<file path="src/rtl/stopwatch_pkg.sv">
// ============================================================================
// Module   : stopwatch_pkg
// Brief    : Shared constants, conversion-state encoding and 7-segment helpers.
// Revision : 1.0 - initial release
// ============================================================================
`default_nettype none

package stopwatch_pkg;

    localparam int          NUM_DIGITS = 8;
    localparam int          DP_DIGIT   = 3;
    localparam logic [26:0] T_MAX      = 27'd99999999;

    localparam logic [1:0]  ST_IDLE    = 2'd0;
    localparam logic [1:0]  ST_CONV    = 2'd1;
    localparam logic [1:0]  ST_LOAD    = 2'd2;

    // Cathode patterns {g,f,e,d,c,b,a}, active-low
    localparam logic [6:0]  SEG_0      = 7'h40;
    localparam logic [6:0]  SEG_1      = 7'h79;
    localparam logic [6:0]  SEG_2      = 7'h24;
    localparam logic [6:0]  SEG_3      = 7'h30;
    localparam logic [6:0]  SEG_4      = 7'h19;
    localparam logic [6:0]  SEG_5      = 7'h12;
    localparam logic [6:0]  SEG_6      = 7'h02;
    localparam logic [6:0]  SEG_7      = 7'h78;
    localparam logic [6:0]  SEG_8      = 7'h00;
    localparam logic [6:0]  SEG_9      = 7'h10;
    localparam logic [6:0]  SEG_BLANK  = 7'h7F;

    function automatic logic [6:0] seg_decode(input logic [3:0] d);
        logic [6:0] s;
        case (d)
            4'd0:    s = SEG_0;
            4'd1:    s = SEG_1;
            4'd2:    s = SEG_2;
            4'd3:    s = SEG_3;
            4'd4:    s = SEG_4;
            4'd5:    s = SEG_5;
            4'd6:    s = SEG_6;
            4'd7:    s = SEG_7;
            4'd8:    s = SEG_8;
            4'd9:    s = SEG_9;
            default: s = SEG_BLANK;
        endcase
        return s;
    endfunction

    function automatic logic [31:0] bcd_adjust(input logic [31:0] b);
        logic [31:0] r;
        r = b;
        for (int i = 0; i < NUM_DIGITS; i++) begin
            if (b[4*i +: 4] >= 4'd5) begin
                r[4*i +: 4] = b[4*i +: 4] + 4'd3;
            end
        end
        return r;
    endfunction

endpackage

`default_nettype wire

</file>
<file path="src/rtl/bin2bcd_seq.sv">
// ============================================================================
// Module   : bin2bcd_seq
// Brief    : Sequential double-dabble, 27-bit binary to 8-digit BCD, 29 cycles.
// Revision : 1.0 - initial release
// ============================================================================
`default_nettype none

module bin2bcd_seq
    import stopwatch_pkg::*;
(
    input  logic        clk,
    input  logic        rst,
    input  logic        start_i,
    input  logic [26:0] bin_i,
    output logic [31:0] bcd_o,
    output logic        done_o
);

    logic [1:0]  state_q, state_d;
    logic [26:0] bin_q,   bin_d;
    logic [31:0] bcd_q,   bcd_d;
    logic [4:0]  cnt_q,   cnt_d;
    logic [31:0] adj_w;

    assign adj_w = bcd_adjust(bcd_q);

    always_comb begin
        state_d = state_q;
        bin_d   = bin_q;
        bcd_d   = bcd_q;
        cnt_d   = cnt_q;
        case (state_q)
            ST_IDLE: begin
                if (start_i) begin
                    bin_d   = bin_i;
                    bcd_d   = '0;
                    cnt_d   = '0;
                    state_d = ST_CONV;
                end
            end
            ST_CONV: begin
                bcd_d = (adj_w << 1) | {31'd0, bin_q[26]};
                bin_d = bin_q << 1;
                if (cnt_q == 5'd26) begin
                    state_d = ST_LOAD;
                end else begin
                    cnt_d = cnt_q + 5'd1;
                end
            end
            ST_LOAD: state_d = ST_IDLE;
            default: state_d = ST_IDLE;
        endcase
    end

    always_ff @(posedge clk or posedge rst) begin
        if (rst) begin
            state_q <= ST_IDLE;
            bin_q   <= '0;
            bcd_q   <= '0;
            cnt_q   <= '0;
        end else begin
            state_q <= state_d;
            bin_q   <= bin_d;
            bcd_q   <= bcd_d;
            cnt_q   <= cnt_d;
        end
    end

    assign bcd_o  = bcd_q;
    assign done_o = (state_q == ST_LOAD);

endmodule

`default_nettype wire

</file>
<file path="src/rtl/stopwatch_display.sv">
// ============================================================================
// Module   : stopwatch_display
// Brief    : 8-digit multiplexed 7-segment driver for a millisecond stopwatch.
// Revision : 1.0 - initial release
// ============================================================================
`default_nettype none

module stopwatch_display
    import stopwatch_pkg::*;
#(
    parameter int REFRESH_DIV = 100000,
    parameter int BLINK_DIV   = 50000000
) (
    input  logic        clk,
    input  logic        rst,
    input  logic [38:0] t,
    input  logic        zero,
    output logic [6:0]  seg,
    output logic        dp,
    output logic [7:0]  an
);

    localparam int RW = (REFRESH_DIV > 1) ? $clog2(REFRESH_DIV) : 1;
    localparam int BW = (BLINK_DIV > 1) ? $clog2(BLINK_DIV) : 1;
    localparam logic [RW-1:0] REFRESH_LAST = RW'(REFRESH_DIV - 1);
    localparam logic [BW-1:0] BLINK_LAST   = BW'(BLINK_DIV - 1);

    logic [26:0]           t_sat_w;
    logic [31:0]           bcd_w;
    logic                  done_w;
    logic [31:0]           digits_q;
    logic [RW-1:0]         refresh_q;
    logic [2:0]            idx_q;
    logic [BW-1:0]         blink_q;
    logic                  phase_q;
    logic [31:0]           shifted_w;
    logic                  blank_w;
    logic                  lit_w;
    logic [NUM_DIGITS-1:0] an_q,  an_d;
    logic [6:0]            seg_q, seg_d;
    logic                  dp_q,  dp_d;

    assign t_sat_w = (t > {12'd0, T_MAX}) ? T_MAX : t[26:0];

    bin2bcd_seq u_bin2bcd (
        .clk     (clk),
        .rst     (rst),
        .start_i (1'b1),
        .bin_i   (t_sat_w),
        .bcd_o   (bcd_w),
        .done_o  (done_w)
    );

    always_ff @(posedge clk or posedge rst) begin
        if (rst) begin
            digits_q <= '0;
        end else if (done_w) begin
            digits_q <= bcd_w;
        end
    end

    always_ff @(posedge clk or posedge rst) begin
        if (rst) begin
            refresh_q <= '0;
            idx_q     <= '0;
        end else if (refresh_q == REFRESH_LAST) begin
            refresh_q <= '0;
            idx_q     <= idx_q + 3'd1;
        end else begin
            refresh_q <= refresh_q + RW'(1);
        end
    end

    always_ff @(posedge clk or posedge rst) begin
        if (rst) begin
            blink_q <= '0;
            phase_q <= 1'b0;
        end else if (!zero) begin
            blink_q <= '0;
            phase_q <= 1'b0;
        end else if (blink_q == BLINK_LAST) begin
            blink_q <= '0;
            phase_q <= ~phase_q;
        end else begin
            blink_q <= blink_q + BW'(1);
        end
    end

    // Upper digits are blanked only when this digit and everything above it is zero
    assign shifted_w = digits_q >> {idx_q, 2'b00};
    assign blank_w   = idx_q[2] && (shifted_w == 32'd0);
    assign lit_w     = !blank_w && !(zero && phase_q);

    always_comb begin
        an_d  = lit_w ? ~(8'd1 << idx_q) : 8'hFF;
        seg_d = seg_decode(shifted_w[3:0]);
        dp_d  = !(lit_w && (idx_q == 3'(DP_DIGIT)));
    end

    always_ff @(posedge clk or posedge rst) begin
        if (rst) begin
            an_q  <= '1;
            seg_q <= SEG_BLANK;
            dp_q  <= 1'b1;
        end else begin
            an_q  <= an_d;
            seg_q <= seg_d;
            dp_q  <= dp_d;
        end
    end

    assign an  = an_q;
    assign seg = seg_q;
    assign dp  = dp_q;

endmodule

`default_nettype wire

</file>
<file path="config.mk">
export PLATFORM = sky130hd
export DESIGN_NAME = stopwatch_display
export DESIGN_NICKNAME = d
export VERILOG_FILES = /design/src/rtl/stopwatch_pkg.sv /design/src/rtl/bin2bcd_seq.sv /design/src/rtl/stopwatch_display.sv
export SDC_FILE = /design/constraint.sdc
export NUM_CORES = 1
export LEC_CHECK = 0
export BUFFER_PORTS_ARGS = -buffer_cell sky130_fd_sc_hd__buf_2
export CORE_ASPECT_RATIO = 0.8
export CORE_MARGIN = 2
export CORE_UTILIZATION = 60
export CTS_CLUSTER_SIZE = 8
export DETAILED_ROUTE_END_ITERATION = 12
export PLACE_DENSITY = 0.88
export SLEW_MARGIN = 30
export SYNTH_ARGS = -nofsm -noshare
export SYNTH_HDL_FRONTEND = slang
export SYNTH_SLANG_ARGS = --single-unit
</file>
<file path="constraint.sdc">
create_clock -name clk -period 12.1 [get_ports clk]
set_clock_uncertainty 0.15 [all_clocks]
set_input_delay 3.63 -clock clk [delete_from_list [all_inputs] [get_ports clk]]
set_output_delay 3.63 -clock clk [all_outputs]
set_load 0.02 [all_outputs]
</file>
== After elaboration in Yosys (flattened, before gate mapping) ==
Memories as Yosys holds them, arrays and structs flattened. A register that Yosys moved wholly into a read port is not among the register bits.
Cells that the tools add are included.
Word-level totals
  register bits after elaboration: 154
  ROM bits: 112
  bits of input ports: 42
  output and inout port bits: 16
  logic and storage cells: 79
  memories kept: 1
Cells by class
  $add $sub $neg: 12
  order comparisons: 9
  equality and inequality tests: 9
  shift operators: 2
  multiplexer cells: 21
  bitwise logic cells: 3
  reductions and logical operators: 11
Memories
  (name not given): words 16, width 7, read ports 1, clocked after memory_dff 1, wr ports 0, RTL line stopwatch_pkg.sv:33  | case (d)
Operator list (number)
  32-bit one-hot mux with 2 select lines: 1
  27-bit one-hot mux with 2 select lines: 1
  26-bit two-way mux: 2
  39-bit by 27-bit > comparator with 1-bit output, second input constant: 1
  4-bit by 3-bit greater-or-equal comparator with 1-bit output, second input constant: 8
  32-bit logical NOT: 1
  32-bit by 1-bit OR with 32-bit output: 1
  32-bit by 5-bit right shift with 32-bit output: 1
  4-bit by 2-bit adder with 4-bit output, second input constant: 7
  4-bit two-way mux: 7
  27-bit two-way mux: 1
  26-bit by 1-bit adder with 26-bit output, second input constant: 1
  26-bit equality test, second input constant: 1
  17-bit by 1-bit adder with 17-bit output, second input constant: 1
  17-bit equality test, second input constant: 1
  17-bit two-way mux: 1
  5-bit one-hot mux with 2 select lines: 1
  8-bit two-way mux: 1
  8-bit inverter: 1
  1-bit by 3-bit left shift with 8-bit output, first input constant: 1
  5-bit by 1-bit adder with 5-bit output, second input constant: 1
  5-bit equality test, second input constant: 1
  5-bit two-way mux: 1
  1-bit logical AND: 4
  other kinds (16): 20

== Depth between registers and ports, before layout ==
Gate-level depths: netlist of the first run.
  depth after elaboration: 7
  gate-level depth with buffers: 8

== By module ==
A second synthesis of the first run with hierarchy kept.
Unflattened totals
  cell total of the unflattened synthesis: 813
  area total of the unflattened synthesis: 8488.1 um^2
By module, submodules not included
  stopwatch_display: times used 1, cells an instance 434, area each 4944.7 um^2
  bin2bcd_seq: times used 1, cells an instance 379, area each 3543.4 um^2

== Worst setup path after synthesis of the first run ==
Ideal clock, no wire load.
  kind: input port to flip-flop
  from: in t[11]
  to: reg u_bin2bcd.bin_q[8]
  setup time: 0.120 ns
  data arrival time: 5.001 ns
  required time: 11.830 ns
  path slack: 6.828 ns
  stages: 7
  path buffers: 1
  path through: or4_1 > nor2_2 > mux2i_1 > o21ai_1 > o21ai_2 > buf_6 > a41o_1
Between the ends
  cells in the longest elaborated chain, start to end: 3
Ends and longest elaborated chain
  start, declared: RTL line stopwatch_display.sv:16  | input logic [38:0] t,
  39-bit by 27-bit > comparator with 1-bit output: RTL line stopwatch_display.sv:43  | assign t_sat_w = (t > {12'd0, T_MAX}) ? T_MAX : t[26:0];
  27-bit two-way mux: RTL line stopwatch_display.sv:43
  27-bit one-hot mux with 2 select lines: RTL line bin2bcd_seq.sv:32  | case (state_q)
  end signal, assigned: RTL line bin2bcd_seq.sv:63  | bin_q <= bin_d;
  end, declared: RTL line bin2bcd_seq.sv:20  | logic [26:0] bin_q, bin_d;
No other way between the ends.
A chain may end at the register's enable or synchronous reset.

== Worst setup path in the final report of the first run ==
  from: in t[11]
  to: reg u_bin2bcd.bin_q[17]
Same word-level chain as after synthesis.

==> summary.md, run 1 <==
| Metric | Value |
|---|---|
| DR pass1 iterations | `4` |
| Placed insts | `991` |
| Syn Inst Count | `789` |
| Outcome | `completed` |
| Rows | `37` |
| Count leader, synth | `dfrtp_1` |
| Synth async-reset ratio | `1.00` |
| Clock transition at path regs | `about 0.06 ns` |
| Post-route DRC | `0` |
| DP Area | `roughly 0.0083 sq mm` |
| Clk buf depth | `2` |
| Final #Nets | `slightly above 900` |
| RSZ-0062 raised after global routing | `false` |
| DR WL/cell | `between 15 and 20 microns` |
| Initial antenna violation count | `0` |
| Starting density of the core | `0.615` |
| Hold Slack | `0.344 ns` |
| CP Max Fanout | `27` |
| Via Count | `about 6000` |
| Synth top area share | `0.458` |
| Final cell count without fillers | `1023` |
| Slowest stage delay, CP | `roughly 0.61 ns` |
| Pleak | `~4 nW` |
| Netlist cell types | `52` |
| WP buf/inv | `1` |
| Largest net degree at the start of global routing | `between 80 and 90` |
| Total Wirelength | `roughly 17000 microns` |
| Multi-input logic area | `around 0.0036 sq mm` |
| Critical path, cell by cell | `buf_2 > or4_1 > nor2_2 > nand4_1 > o21ai_4 > a41o_1` |
| Worst VDD drop | `between 0.1 and 0.15 mV` |
| Period utilization | `0.433` |
| Fmax achieved | `between 0.15 and 0.2 GHz` |
| Leading area contributor after synthesis | `dfrtp_1` |
| Clock tree sinks | `160` |
| Top cell family by delay on the critical path | `compound AO/OA/AOI/OAI gates` |
| Vias/cell | `slightly below 6` |
| Setup TNS | `0 ns` |
| Port Buffers | `between 50 and 60` |
| Seq/Total Area, Yosys | `0.508` |
| 1st-iter DRT viols | `~430` |
| Top cells by count, synth | `dfrtp_1, nand2_1, o21ai_0` |
| CTS tree | `yes` |
| Crit-path slowest cell | `o21ai_4` |
| Detail Route Antenna Nets | `0` |
| Seq cells post-synth | `160` |
| Syn. warnings | `0` |
| EDFF count, synth | `0` |
| CP required | `around 12 ns` |
| Tmin final | `between 5 and 6 ns` |
| Hold Buf Count CTS | `0` |
| Number of max-cap violations | `0` |
| Synth Area per Inst | `about 10 sq um` |
| Die ar. | `0.0141 sq mm` |
| Layout cell share with drive strength beyond 1 | `0.171` |
| Ports | `58` |
| CTS root buf | `clkbuf_16` |
| Dominant synthesized flop cell | `dfrtp_1` |
| Detailed placement HPWL | `~10000 microns` |
| Vias in the first global route | `approximately 6000` |
| Worst skew pair latency | `between 0.4 and 0.5 ns` |
| Top cells by area, synth | `dfrtp_1, dfstp_2, o21ai_0, ha_1, nand2_1` |
| Core area | `around 0.013 sq mm` |
| Post-CTS setup buffer count | `0` |
| GP Congestion | `about 0.86` |
| Post-cts sizing count | `0` |
| Max_slew headroom | `0.368` |
| CTS H-Tree Depth | `4` |
| Global-route usage over all layers | `0.251` |
| Worst-Margin Slew | `about 0.95 ns` |
| Hold Crit Class | `reg -> reg` |
| Post-Syn Nets | `roughly 860` |
| Final worst slack | `around 6.9 ns` |
| Final Hold Viols | `0` |
| Final Cell Area | `~0.009 sq mm` |
| Filler instances | `a little over 900` |
| Arrival @ worst endpoint | `about 5.5 ns` |
| Register area | `between 0.004 and 0.005 sq mm` |
| Area growth, synth to finish | `12.7%` |
| Max-slew violation count | `0` |
| Cts bufs inserted | `17` |
| Global-route wire length before repair | `roughly 28000 microns` |
| Total grt overflow | `0` |
| Post-Synthesis Cell Area | `0.00792 sq mm` |
| CP Class | `in -> reg` |
| Die height | `107 microns` |
| Final number of setup-violating endpoints | `0` |
| Die X | `between 100 and 150 microns` |
| Startpoint type of the worst setup path | `input port` |
| Pre-CTS WS | `around 6.4 ns` |
| Diode count | `0` |
| P per Cell Area | `~170 mW/mm^2` |
| CP Capture Type | `flip-flop` |
## report_power, final
group / internal (W) / switching (W) / total [W]
clock network: 0.000330 / 0.000215 / 0.000546
logic: 0.000136 / 0.000172 / 0.000308
registers: 0.000625 / 0.0000709 / 0.000695
## logic make-up after synthesis
logic type,after synthesis,share of synthesized area
AND/OR/NAND/NOR,285,0.178
AO/OA/AOI/OAI,163,0.116
flip-flops,160,0.508
buffers and inverters,66,0.0343
XOR/XNOR,52,0.0575
multiplexers,33,0.0595
adder cells (fa/ha/maj),30,0.0474
## worst min-delay path, delay by kind of cell, from the launching register on
family          cells  cell delay [ns]
flops               1             0.34
simple gates        1             0.05
compound gates      1             0.06
## sequential cells by signal, summed over array words and instances, names as in the netlist, 2 cells and up
signal,flops
digits_q,32
an,8
seg,7
u_bin2bcd.state_q,2
u_bin2bcd.bin_q,27
blink_q,26
u_bin2bcd.bcd_o,32
refresh_q,17
u_bin2bcd.cnt_q,5
idx_q,3
## worst paths after layout
check	start	endpoint	slack, ns	cells past startpoint
worst max-delay path	t[11]	u_bin2bcd.bin_q[17]	6.86	6
worst min-delay path	digits_q[4]	digits_q[4]	0.34	2
worst max register to register	idx_q[0]	seg[4]	9.36	6
worst min register to register	digits_q[4]	digits_q[4]	0.34	2
max in group asynchronous	rst	blink_q[19]	7.50	3
min in group asynchronous	rst	u_bin2bcd.bin_q[11]	3.18	2
## cell usage in the layout, fill, tap and decap left out, drive strengths merged, types with 3 or more instances in the layout
cell	instances
mux2i	8
or4	4
clkinvlp	5
nor3	36
ha	30
mux4	8
nor2	55
a21oi	52
nor4	10
xnor2	30
nand3	33
inv	31
nor3b	4
a41o	8
o22ai	14
xor2	22
nand2	81
nand4	16
o21ai	79
dfrtp	145
bufinv	3
mux2	17
dfstp	15
o32ai	3
clkbuf	20
clkinv	5
or3	18
buf	61
and3	6
nand2b	8
and2	4
## layer usage
metal,vias to the layer above,global-route usage,wire (microns)
met5,-,0,0
met4,0,0.0760,181
met3,17,0.0681,893
met2,164,0.397,7890
met1,2898,0.341,7550
li1,2886,-,-
## metrics by stage
stage                util  total power, W
global placement    0.646        0.000980
CTS                 0.694         0.00155
global route        0.694         0.00163
detailed placement  0.647        0.000999
floorplan               -        0.000913
finish              0.694         0.00155
## layout make-up
type	count	area share
Clock inverter	12	0.0178
Clock buffer	20	0.0500
Inverter	32	0.0140
Tap cell	175	0.0245
Multi-Input combinational cell	563	0.407
Sequential cell	160	0.451
Timing Repair Buffer	61	0.0357
No activity file was read; power rests on OpenSTA's default activity.
==> run 2, diff against run 1 <==
CORE_UTILIZATION = 55   (was 60)
PLACE_DENSITY = 0.86   (was 0.88)
clock period = 4.45 ns   (was 12.1 ns; I/O delays follow)
==> summary.md, run 2 (same netlist as run 1, synthesis figures left out) <==
| Metric | Value |
|---|---|
| Number of max-cap violations | `0 (unchanged)` |
| P per Cell Area | `473 mW/mm^2 (was 173 mW/mm^2)` |
| WHS Path Cells | `1 (was 2)` |
| Hold Crit Class | `reg -> reg (unchanged)` |
| Startpoint type of the worst setup path | `input port (unchanged)` |
| Min-delay src | `refresh_q[0] (was digits_q[4])` |
| 1st-iter DRT viols | `556 (was 432)` |
| Crit Reg-Reg Endpoint | `seg[4] (unchanged)` |
| Diode count | `0 (unchanged)` |
| Detailed placement HPWL | `11000 microns (was 10500 microns)` |
| Core area | `0.0142 sq mm (was 0.0129 sq mm)` |
| Placed insts | `1004 (was 991)` |
| Global-route usage over all layers | `0.227 (was 0.251)` |
| Final #Nets | `911 (was 907)` |
| Worst skew pair latency | `0.43 ns (was 0.42 ns)` |
| R2R Setup Slk | `1.72 ns (was 9.36 ns)` |
| Vias/cell | `5.87 (was 5.83)` |
| Commonest non-fill, non-tap cell in the layout | `dfrtp_1 (unchanged)` |
| Total power | `0.00424 W (was 0.00155 W)` |
| Global-route wire length before repair | `28700 microns (was 28200 microns)` |
| Detail Route Antenna Nets | `0 (unchanged)` |
| Total Wirelength | `16700 microns (was 16500 microns)` |
| CP Class | `in -> reg (unchanged)` |
| Fin util | `0.632 (was 0.694)` |
| Most frequent cells in the layout | `dfrtp_1, nand2_1, o21ai_0 (unchanged)` |
| Arrival @ worst endpoint | `3.16 ns (was 5.45 ns)` |
| Area growth, synth to finish | `13.3% (was 12.7%)` |
| CTS root buf | `clkbuf_16 (unchanged)` |
| CTS H-Tree Depth | `4 (unchanged)` |
| Post-CTS setup buffer count | `0 (unchanged)` |
| Die X | `138 microns (was 132 microns)` |
| GP Congestion | `0.789 (was 0.857)` |
| Max-slew violation count | `0 (unchanged)` |
| Pleak | `4.06 nW (was 4.02 nW)` |
| Post-cts sizing count | `0 (unchanged)` |
| Hold Buf Count CTS | `0 (unchanged)` |
| Port Buffers | `57 (unchanged)` |
| Clock transition at path regs | `0.06 ns (about the same)` |
| Die height | `111 microns (was 107 microns)` |
| Tmin final | `2.95 ns` |
| Clk buf depth | `2 (unchanged)` |
| Largest net degree at the start of global routing | `69 (was 82)` |
| Starting density of the core | `0.558 (was 0.615)` |
| Worst-Margin Slew | `0.860 ns (was 0.946 ns)` |
| Total grt overflow | `0 (unchanged)` |
| Rows | `39 (was 37)` |
| CP required | `4.66 ns (was 12.31 ns)` |
| Die ar. | `0.0154 sq mm (was 0.0141 sq mm)` |
| Via Count | `6083 (was 5965)` |
| Clock tree sinks | `160 (unchanged)` |
| DR pass1 iterations | `5 (was 4)` |
| RSZ-0062 raised after global routing | `false (unchanged)` |
| Reg-to-reg startpoint | `idx_q[0] (unchanged)` |
| Setup TNS | `0 ns (unchanged)` |
| Initial antenna violation count | `0 (unchanged)` |
| Fmax achieved | `0.339 GHz` |
| Final number of setup-violating endpoints | `0 (unchanged)` |
| Layout cell share with drive strength beyond 1 | `0.171 (about the same)` |
| CP Capture Type | `flip-flop (unchanged)` |
| Final cell count without fillers | `1036 (was 1023)` |
| DR WL/cell | `16.2 microns (was 16.1 microns)` |
| Final Hold Viols | `0 (unchanged)` |
| Cts bufs inserted | `17 (unchanged)` |
| Post-route DRC | `0 (unchanged)` |
| CTS tree | `yes (unchanged)` |
| Max_slew headroom | `0.426 (was 0.368)` |
| Period utilization | `0.663` |
| Ports | `58 (unchanged)` |
| Outcome | `completed (unchanged)` |
| Worst VDD drop | `0.377 mV (was 0.128 mV)` |
| R2R cell count | `6 (unchanged)` |
| CP Max Fanout | `27 (unchanged)` |
| Hold Slack | `0.340 ns (was 0.344 ns)` |
| Endpoint, Worst Hold | `refresh_q[0] (was digits_q[4])` |
| Vias in the first global route | `5936 (was 5856)` |
run 2: worst max-delay path by stage:
stage	from	endpoint	depth (start not counted)
finish	t[11]	u_bin2bcd.bin_q[11]	6
global route	t[11]	u_bin2bcd.bin_q[17]	6
CTS	t[11]	u_bin2bcd.bin_q[11]	6
detailed placement	t[11]	u_bin2bcd.bin_q[11]	6
global placement	t[11]	u_bin2bcd.bin_q[10]	6
floorplan	rst	blink_q[0]	1
run 2: report_power, final:
part           leakage, nW  switching (W)  total (W)  internal (W)
Clock                0.298       0.000581    0.00151      0.000928
Combinational         1.74       0.000468   0.000837      0.000369
Sequential            2.03       0.000199    0.00190       0.00170
Total                 4.06        0.00125    0.00424       0.00300
run 2: cell type report:
type | count | area (sq um)
Clock inverter | 9 | 130
Sequential cell | 160 | 4020
Timing Repair Buffer | 65 | 358
Inverter | 32 | 124
Fill cell | 1089 | 5220
Tap cell | 184 | 230
Multi-Input combinational cell | 563 | 3630
Clock buffer | 23 | 478
run 2: per-stage QoR:
stage	worst slack, ns	cell area [sq um]
3_5_place_dp	1.05	8370
3_3_place_gp	0.841	8360
2_1_floorplan	0.948	7930
5_1_grt	1.38	8980
4_1_cts	1.50	8980
6_report	1.50	8980
run 2: layer usage:
| metal | up-vias | track usage | routed length (microns) |
|---|---|---|---|
| met3 | 11 | 0.0568 | 838 |
| met2 | 156 | 0.357 | 8120 |
| met4 | 0 | 0.0565 | 169 |
| met5 | - | 0 | 0 |
| met1 | 3019 | 0.322 | 7610 |
| li1 | 2897 | - | - |
run 2: worst max-delay path: stages:
cell and delay, ns:
buf_2 0.11, or4_1 0.53, nor2_2 0.15, nand4_1 0.16
o21ai_4 0.61, a41o_1 0.27
==> run 3, diff against run 2 <==
ABC_AREA = 1   (was not set)
CORE_UTILIZATION = 60   (was 55)
PLACE_DENSITY = 0.88   (was 0.86)
clock period = 2.9 ns   (was 4.45 ns; I/O delays follow)
==> summary.md, run 3 <==
| Metric | Value |
|---|---|
| Post-route DRC | `0 (unchanged)` |
| Hold Crit Class | `in -> async (was reg -> reg)` |
| Multi-input logic area | `0.00393 sq mm (was 0.00363 sq mm)` |
| P per Cell Area | `669 mW/mm^2 (was 473 mW/mm^2)` |
| CTS H-Tree Depth | `4 (unchanged)` |
| Max-slew violation count | `0 (unchanged)` |
| Global-route wire length before repair | `36000 microns (was 28700 microns)` |
| Synth Area per Inst | `7.68 sq um (was 10.0 sq um)` |
| Commonest non-fill, non-tap cell in the layout | `nand2_1 (was dfrtp_1)` |
| Final Hold Viols | `0 (unchanged)` |
| CTS tree | `yes (unchanged)` |
| EDFF count, synth | `0 (unchanged)` |
| Detailed placement HPWL | `14000 microns (was 11000 microns)` |
| Period utilization | `0.830` |
| Port Buffers | `57 (unchanged)` |
| CP required | `3.12 ns (was 4.66 ns)` |
| Count leader, synth | `nand2_1 (was dfrtp_1)` |
| Vias in the first global route | `7786 (was 5936)` |
| Netlist cell types | `42 (was 52)` |
| Most frequent cells in the layout | `nand2_1, inv_1, dfrtp_1 (was dfrtp_1, nand2_1, o21ai_0)` |
| Register area | `0.00402 sq mm (about the same)` |
| Largest net degree at the start of global routing | `69 (unchanged)` |
| Seq cells post-synth | `160 (unchanged)` |
| Clock tree sinks | `160 (unchanged)` |
| Area growth, synth to finish | `11.7% (was 13.3%)` |
| Pre-CTS WS | `0.580 ns (was 1.05 ns)` |
| CP Class | `reg -> reg (was in -> reg)` |
| Outcome | `completed (unchanged)` |
| Final worst slack | `0.493 ns (was 1.50 ns)` |
| Clk buf depth | `2 (unchanged)` |
| Diode count | `0 (unchanged)` |
| RSZ-0062 raised after global routing | `false (unchanged)` |
| GP Congestion | `0.919 (was 0.789)` |
| Setup TNS | `0 ns (unchanged)` |
| Fmax achieved | `0.415 GHz` |
| Syn Inst Count | `1161 (was 789)` |
| Worst-Margin Slew | `0.918 ns (was 0.860 ns)` |
| Post-Syn Nets | `1233 (was 861)` |
| Filler instances | `1075 (was 1089)` |
| Syn. warnings | `0 (unchanged)` |
| Top cells by count, synth | `nand2_1, inv_1, dfrtp_1 (was dfrtp_1, nand2_1, o21ai_0)` |
| Layout cell share with drive strength beyond 1 | `0.133 (was 0.171)` |
| Vias/cell | `5.61 (was 5.87)` |
| Total Wirelength | `20900 microns (was 16700 microns)` |
| Rows | `39 (unchanged)` |
| Synth async-reset ratio | `1.00 (unchanged)` |
| Post-cts sizing count | `0 (unchanged)` |
| Hold Buf Count CTS | `0 (unchanged)` |
| Clock transition at path regs | `0.07 ns (was 0.06 ns)` |
| 1st-iter DRT viols | `836 (was 556)` |
| CTS root buf | `clkbuf_16 (unchanged)` |
| Seq/Total Area, Yosys | `0.451 (was 0.508)` |
| Number of max-cap violations | `0 (unchanged)` |
| Die X | `140 microns (was 138 microns)` |
| R2R Setup Slk | `0.49 ns (was 1.72 ns)` |
| Detail Route Antenna Nets | `0 (unchanged)` |
| DR WL/cell | `14.8 microns (was 16.2 microns)` |
| Die ar. | `0.0159 sq mm (was 0.0154 sq mm)` |
| Worst VDD drop | `0.432 mV (was 0.377 mV)` |
| R2R cell count | `11 (was 6)` |
| Core area | `0.0144 sq mm (was 0.0142 sq mm)` |
| Ports | `58 (unchanged)` |
| DR pass1 iterations | `5 (unchanged)` |
| Global-route usage over all layers | `0.280 (was 0.227)` |
| Top cells by area, synth | `dfrtp_1, nand2_1, inv_1, o21ai_0, nor2_1 (was dfrtp_1, dfstp_2, o21ai_0, ha_1, nand2_1)` |
| Die height | `113 microns (was 111 microns)` |
| Via Count | `7930 (was 6083)` |
| CP Capture Type | `flip-flop (unchanged)` |
| Tmin final | `around 2.4 ns` |
| Startpoint type of the worst setup path | `flip-flop (was input port)` |
| Final #Nets | `1289 (was 911)` |
| Leading area contributor after synthesis | `dfrtp_1 (unchanged)` |
| Pleak | `4.81 nW (was 4.06 nW)` |
| Post-Synthesis Cell Area | `0.00892 sq mm (was 0.00792 sq mm)` |
| Crit Reg-Reg Endpoint | `an[0] (was seg[4])` |
| Total grt overflow | `0 (unchanged)` |
| Initial antenna violation count | `0 (unchanged)` |
| Post-CTS setup buffer count | `0 (unchanged)` |
| Starting density of the core | `0.619 (was 0.558)` |
| Reg-to-reg startpoint | `idx_q[0] (unchanged)` |
| Arrival @ worst endpoint | `2.63 ns (was 3.16 ns)` |
| Cts bufs inserted | `17 (unchanged)` |
| CP Max Fanout | `22 (was 27)` |
| Synth top area share | `0.407 (was 0.458)` |
| Final Cell Area | `0.00996 sq mm (was 0.00898 sq mm)` |
| Worst skew pair latency | `0.44 ns (was 0.43 ns)` |
| DP Area | `0.00937 sq mm (was 0.00837 sq mm)` |
| Max_slew headroom | `0.387 (was 0.426)` |
| Dominant synthesized flop cell | `dfrtp_1 (unchanged)` |
| Final number of setup-violating endpoints | `0 (unchanged)` |
==> run 3: cell types whose count changed in the layout (fill, tap and decap cells not counted), sizes merged, moves of 18 or more <==
cell / change
o21ai: +35
nand3: +44
nor2: +61
xnor2: -27
nand2: +181
inv: +185
or3: -18
==> run 3: cells by family after synthesis <==
kind of cell	share of synthesized area
XOR/XNOR	0.0167
flip-flops	0.451
AO/OA/AOI/OAI	0.134
AND/OR/NAND/NOR	0.247
buffers and inverters	0.108
adder cells (fa/ha/maj)	0.0421
==> run 3: through the flow <==
step / power (W) / utilization / instances / hold WS, ns
2_1_floorplan: 0.00395 / - / 1161 / 0.283
3_3_place_gp: 0.00430 / 0.651 / 1382 / 0.302
3_5_place_dp: 0.00437 / 0.651 / 1382 / 0.313
4_1_cts: 0.00666 / 0.692 / 1414 / 0.299
5_1_grt: 0.00704 / 0.692 / 1414 / 0.312
6_report: 0.00667 / 0.692 / 1414 / 0.295
==> run 3: routing by layer <==
metal	vias to the layer above	share of wire	global-route usage
li1	3823	-	-
met1	3780	0.45	0.377
met3	38	0.063	0.0571
met2	289	0.47	0.459
met4	0	0.018	0.0956
met5	-	0	0
==> run 3: critical path, stage by stage, from the launching register on <==
cell,delay [ns]
dfrtp_1,0.75
inv_2,0.08
nand2_1,0.08
nand2_1,0.06
nand2_1,0.05
o21ai_0,0.07
a21oi_1,0.32
ha_1,0.27
nand3_1,0.08
nor2_1,0.13
nand2_2,0.15
nand3_1,0.13
==> run 3: worst max-delay path by stage <==
stage,slack (ns),from,cells after the start,endpoint
floorplan,-0.14,rst,1,blink_q[0]
global placement,0.67,u_bin2bcd.state_q[1],4,u_bin2bcd.bin_q[25]
detailed placement,0.58,idx_q[0],9,an[1]
CTS,0.53,u_bin2bcd.state_q[1],5,u_bin2bcd.bcd_o[17]
global route,0.26,idx_q[0],11,an[0]
finish,0.49,idx_q[0],11,an[0]
==> run 3: area by class of cell <==
class                   instances  area share
inverters                     210      0.0795
flip-flops and latches        160       0.404
repair buffers                 69      0.0402
well taps                     184      0.0231
clock buffers                  18      0.0441
multi-input cells             759       0.394
clock inverters                14      0.0148
==> run 3: where the power goes <==
| part | total, W | internal [W] | leakage [nW] | switching, W |
|---|---|---|---|---|
| logic | 0.00152 | 0.000541 | 2.53 | 0.000981 |
| clock network | 0.00225 | 0.00124 | 0.280 | 0.00101 |
| registers | 0.00290 | 0.00263 | 2.00 | 0.000264 |
